### src/rtl/tea_iter_engine.sv
// tea_iter_engine: iterative TEA encrypt/decrypt engine, one full TEA cycle
// (two Feistel half-rounds) per clock, valid/ready on both sides.
// Optional feature: define TEA_ABORT_EN to add an abort input that cancels
// a block in RUN or DONE and returns the engine to IDLE without a result.
module tea_iter_engine #(
  parameter int          ROUNDS = 32,
  parameter logic [31:0] DELTA  = 32'h9E3779B9
) (
  input  logic         clk,
  input  logic         rst_n,
  input  logic         in_valid,
  output logic         in_ready,
  input  logic         in_decrypt,
  input  logic [63:0]  in_data,
  input  logic [127:0] in_key,
  output logic         out_valid,
  input  logic         out_ready,
  output logic [63:0]  out_data,
  output logic         busy
`ifdef TEA_ABORT_EN
  ,
  input  logic         abort
`endif
);

  typedef enum logic [1:0] {IDLE, RUN, DONE} state_t;

  // Decrypt starts from the sum the encrypt schedule ends on.
  localparam logic [63:0] SUM_FULL = 64'(DELTA) * 64'(ROUNDS);
  localparam logic [31:0] SUM_DEC  = SUM_FULL[31:0];
  localparam logic [5:0]  LAST_CNT = 6'(ROUNDS - 1);

  state_t       state_q, state_d;
  logic [31:0]  v0_q, v0_d, v1_q, v1_d;
  logic [127:0] key_q, key_d;
  logic         dec_q, dec_d;
  logic [31:0]  sum_q, sum_d;
  logic [5:0]   cnt_q, cnt_d;
  logic [63:0]  out_q, out_d;
  logic         abort_w;

  logic [31:0]  k0, k1, k2, k3;
  logic [31:0]  v0_r, v1_r, sum_r, s_enc;

`ifdef TEA_ABORT_EN
  assign abort_w = abort;
`else
  assign abort_w = 1'b0;
`endif

  assign k0 = key_q[127:96];
  assign k1 = key_q[95:64];
  assign k2 = key_q[63:32];
  assign k3 = key_q[31:0];

  function automatic logic [31:0] tea_f(input logic [31:0] x, input logic [31:0] ka,
                                        input logic [31:0] kb, input logic [31:0] s);
    return ((x << 4) + ka) ^ (x + s) ^ ((x >> 5) + kb);
  endfunction

  // One TEA cycle on the latched operands; direction chosen by the latched mode.
  always_comb begin
    s_enc = sum_q + DELTA;
    v0_r  = v0_q;
    v1_r  = v1_q;
    sum_r = sum_q;
    if (!dec_q) begin
      v0_r  = v0_q + tea_f(v1_q, k0, k1, s_enc);
      v1_r  = v1_q + tea_f(v0_r, k2, k3, s_enc);
      sum_r = s_enc;
    end else begin
      v1_r  = v1_q - tea_f(v0_q, k2, k3, sum_q);
      v0_r  = v0_q - tea_f(v1_r, k0, k1, sum_q);
      sum_r = sum_q - DELTA;
    end
  end

  // Next-state logic: accept in IDLE, iterate in RUN, hold result in DONE.
  always_comb begin
    state_d = state_q;
    v0_d    = v0_q;
    v1_d    = v1_q;
    key_d   = key_q;
    dec_d   = dec_q;
    sum_d   = sum_q;
    cnt_d   = cnt_q;
    out_d   = out_q;
    case (state_q)
      IDLE: begin
        if (in_valid) begin
          v0_d    = in_data[63:32];
          v1_d    = in_data[31:0];
          key_d   = in_key;
          dec_d   = in_decrypt;
          sum_d   = in_decrypt ? SUM_DEC : 32'h0;
          cnt_d   = 6'd0;
          state_d = RUN;
        end
      end
      RUN: begin
        if (abort_w) begin
          state_d = IDLE;
        end else begin
          v0_d  = v0_r;
          v1_d  = v1_r;
          sum_d = sum_r;
          cnt_d = cnt_q + 6'd1;
          if (cnt_q == LAST_CNT) begin
            out_d   = {v0_r, v1_r};
            state_d = DONE;
          end
        end
      end
      DONE: begin
        // Abort wins over a simultaneous consumer handshake.
        if (abort_w || out_ready) state_d = IDLE;
      end
      default: state_d = IDLE;
    endcase
  end

  // State and datapath registers with asynchronous reset.
  always_ff @(posedge clk or negedge rst_n) begin
    if (!rst_n) begin
      state_q <= IDLE;
      v0_q    <= 32'h0;
      v1_q    <= 32'h0;
      key_q   <= 128'h0;
      dec_q   <= 1'b0;
      sum_q   <= 32'h0;
      cnt_q   <= 6'd0;
      out_q   <= 64'h0;
    end else begin
      state_q <= state_d;
      v0_q    <= v0_d;
      v1_q    <= v1_d;
      key_q   <= key_d;
      dec_q   <= dec_d;
      sum_q   <= sum_d;
      cnt_q   <= cnt_d;
      out_q   <= out_d;
    end
  end

  // Ready is gated by reset so it reads low while reset is held.
  assign in_ready  = rst_n && (state_q == IDLE);
  assign out_valid = (state_q == DONE);
  assign busy      = (state_q != IDLE);
  assign out_data  = out_q;

endmodule

### config.mk
export PLATFORM = sky130hd
export DESIGN_NAME = tea_iter_engine
export DESIGN_NICKNAME = d
export VERILOG_FILES = /design/src/rtl/tea_iter_engine.sv
export SDC_FILE = /design/constraint.sdc
export NUM_CORES = 2
export LEC_CHECK = 0
export CORE_ASPECT_RATIO = 1.75
export CORE_MARGIN = 5
export CORE_UTILIZATION = 49
export DETAILED_ROUTE_END_ITERATION = 6
export PLACE_DENSITY = 0.7
export SYNTH_ARGS = -nofsm -noshare
export SYNTH_HDL_FRONTEND = slang
export SYNTH_SLANG_ARGS = --single-unit
### constraint.sdc
create_clock -name clk -period 9.1 [get_ports clk]
set_input_delay 0.91 -clock clk [delete_from_list [all_inputs] [get_ports clk]]
set_output_delay 0.91 -clock clk [all_outputs]
set_load 0.1 [all_outputs]
==> results.sh <==
export IMPL_status="complete, but fails checks"
export IMPL_failed_checks="design-rule violations, negative setup slack"
export IMPL_overflow=0
export IMPL_htree_levels=2
export IMPL_min_period_ns=9.743
export IMPL_cpPeakStageDelay_ns=0.54
export IMPL_cp_max_fo=4
export IMPL_required_ns=9.58
export IMPL_worstPathArrival_ns=10.22
export IMPL_io_pins=264
export IMPL_ys_seq_area_frac=0.2022
export IMPL_io_buffer_count=263
export IMPL_synth_xor_area_frac=0.1786
export IMPL_cts_tree="yes"
export IMPL_nets=6761
export IMPL_drv_slew=0
export IMPL_hp_class="in -> async"
export IMPL_grt_max_degree=84
export IMPL_coreArea_sq_um=74720
export IMPL_synth_top_flop_cell="dfrtp_1"
export IMPL_multi_input_area_sq_um=30330
export IMPL_vias=41840
export IMPL_die_w_microns=217.0
export IMPL_route_detailed_drc=2
export IMPL_clkSinkCount=297
export IMPL_dp_final_hpwl_microns=141100
export IMPL_synth_simple_gate_area_frac=0.1581
export IMPL_track_usage=0.4148
export IMPL_synth_edf_count=0
export IMPL_worstSetupStartpointType="register"
export IMPL_tightest_slew_ns=1.221
export IMPL_area_delta_synth_final_pct=44.52
export IMPL_synth_compound_gate_area_share=0.2526
export IMPL_skew_ns=0.04128
export IMPL_wl_microns=175200
export IMPL_muxShareOfSynthArea=0.008580
export IMPL_cts_root_buf="clkbuf_16"
export IMPL_clock_latency_ns=0.61
export IMPL_gp_congestion=1.110
export IMPL_synth_seq_cells=297
export IMPL_crit_top_cell="xnor2_1"
export IMPL_setup_slack_ns=-0.6429
export IMPL_hold_buffers=0
export IMPL_antenna_left=0
export IMPL_cp_end_kind="register"
export IMPL_synth_cell_area_sq_um=36750
export IMPL_finalSetupViolations=20
export IMPL_drtPass1Iterations=7
export IMPL_final_common_cell="buf_4"
export IMPL_async_reset_ff_frac=1.000
export IMPL_layout_cells_non_filler=7035
export IMPL_whs_ns=0.1716
export IMPL_drive_gt1_frac=0.2786
export IMPL_grt_pass1_wl_microns=251900
export IMPL_synthAdderAreaFrac=0.1728
export IMPL_grt_pass1_vias=42100
export IMPL_initial_core_util=0.4918
export IMPL_rows=133
export IMPL_maxCapViolCount=0
export IMPL_synth_top_family_by_area="compound AO/OA/AOI/OAI gates"
export IMPL_synth_area_per_cell_sq_um=8.010
export IMPL_dpl_cell_area_sq_um=49580
export IMPL_die_area_sq_um=80790
export IMPL_cts_buffers=34
export IMPL_synth_cell_type_count=82
export IMPL_post_drt_wl_per_cell_microns=24.91
export IMPL_max_freq_ghz=0.1026
export IMPL_drt_initial_drc_count=3132
export IMPL_antenna_found_initial=3
export IMPL_fp_dieH_microns=372.3
export IMPL_synth_cells=4588
export IMPL_grt_setup_unrepaired="yes"
export IMPL_cts_reportedPaths_clkPinSlew_ns=0.06
export IMPL_cpMaxStageDelayCell="or4_4"
export IMPL_hold_viol_final=0
export IMPL_register_area_sq_um=7438
export IMPL_final_cell_mix="1297 x buf_4, 680 x nand2_1, 546 x xnor2_1"
export IMPL_dp_cells=6912
export IMPL_slew_limit_headroom=0.1858
export IMPL_routed_via_density=5.948
export IMPL_nFillCells=6112
export IMPL_criticalPathCategory="reg -> reg"
export IMPL_synth_nets=5283
export IMPL_fin_area_sq_um=53110
export IMPL_finalCritPeriodShare=1.071
export IMPL_clock_path_buffers=3
export IMPL_yosysWarnings=0
layer usage:
layer | global-route usage | vias to the layer above | wire length [microns]
met4 | 0.5144 | 2 | 28500
met1 | 0.3922 | 19620 | 55690
li1 | - | 19390 | -
met5 | 0 | - | 19
met3 | 0.05371 | 928 | 9534
met2 | 0.7011 | 1905 | 81500
layout make-up:
| cell class | instances | area share |
|---|---|---|
| flip-flops and latches | 297 | 0.1401 |
| clock buffers | 48 | 0.01873 |
| clock inverters | 10 | 0.002285 |
| diodes | 2 | 0.00009423 |
| inverters | 131 | 0.009258 |
| multi-input cells | 4028 | 0.5710 |
| repair buffers | 1574 | 0.2363 |
| well taps | 945 | 0.02226 |
synth_stat cells (16+ instances only):
cell	n	area, sq um
and2_1	23	143.9
fa_1	16	320.3
nand2_1	687	2579
xnor2_1	603	5281
clkbuf_1	120	450.4
a21oi_1	410	2052
a31oi_1	38	237.7
or3_1	22	137.6
xor2_1	129	1130
o21a_1	41	307.8
a211oi_1	40	300.3
nor2b_1	52	325.3
and3_1	43	269.0
mux2i_1	27	270.3
nand3_1	86	430.4
a22oi_1	59	442.9
o31ai_1	24	180.2
nand4_1	25	156.4
a21o_1	234	1757
dfrtp_1	297	7432
o211ai_1	25	187.7
nor2_1	219	822.0
nand2b_1	53	331.6
inv_1	131	491.7
o21bai_1	56	420.4
nor3_1	40	200.2
ha_1	482	6031
o21ai_0	340	1702
registers in the layout, indices dropped and copies added (netlist names):
register	cells
out_data	64
v1_q	32
sum_q	32
dec_q	1
v0_q	32
key_q	128
state_q	2
cnt_q	6
path summary, 6_finish.rpt:
check	from	endpoint	slack, ns	depth (start not counted)
min in group clk	out_data[44]	out_data[44]	0.47	2
min reg2reg	out_data[44]	out_data[44]	0.47	2
min	rst_n	key_q[94]	0.17	1
max reg2reg	sum_q[0]	v1_q[31]	-0.64	51
max	sum_q[0]	v1_q[31]	-0.64	51
max in group asynchronous	rst_n	sum_q[0]	6.45	4
logic make-up (layout without fill, tap and decap cells):
family	count (synthesis)	in the layout
AO/OA/AOI/OAI	1454	1454
AND/OR/NAND/NOR	1306	1306
XOR/XNOR	739	739
adder cells (fa/ha/maj)	498	498
flip-flops	297	297
buffers and inverters	263	1763
multiplexers	31	31
other	0	2
critical path: cells and delay by family (launching register included):
kind | cells | cell delay (ns)
AOI/OAI and AO/OA | 15 | 2.94
xor gates and xnor gates | 11 | 1.78
adders and majority gates | 5 | 1.15
buffers and inverters | 5 | 0.76
DFF | 1 | 0.41
muxes | 1 | 0.21
and+or+nand+nor | 14 | 2.40
per-stage QoR:
| stage | setup slack (ns) | util | setup TNS [ns] |
|---|---|---|---|
| floorplan | -0.02334 | - | -0.04263 |
| detailed placement | -0.8614 | 0.6636 | -16.38 |
| global route | -1.063 | 0.7108 | -14.89 |
| CTS | -0.5827 | 0.6902 | -4.524 |
| global placement | -0.7259 | 0.6636 | -12.86 |
| finish | -0.6429 | 0.7108 | -5.953 |
repair_timing:
| action | 4_1_cts | 5_1_grt |
|---|---|---|
| pin swaps | 77 | 148 |
| gates resized for setup | 131 | 245 |
| setup buffers | 31 | 40 |
| endpoints found under the setup margin | 45 | 63 |
Power is not shown: default switching activity piles up to over one toggle a cycle in this logic, so the estimate is an artifact.
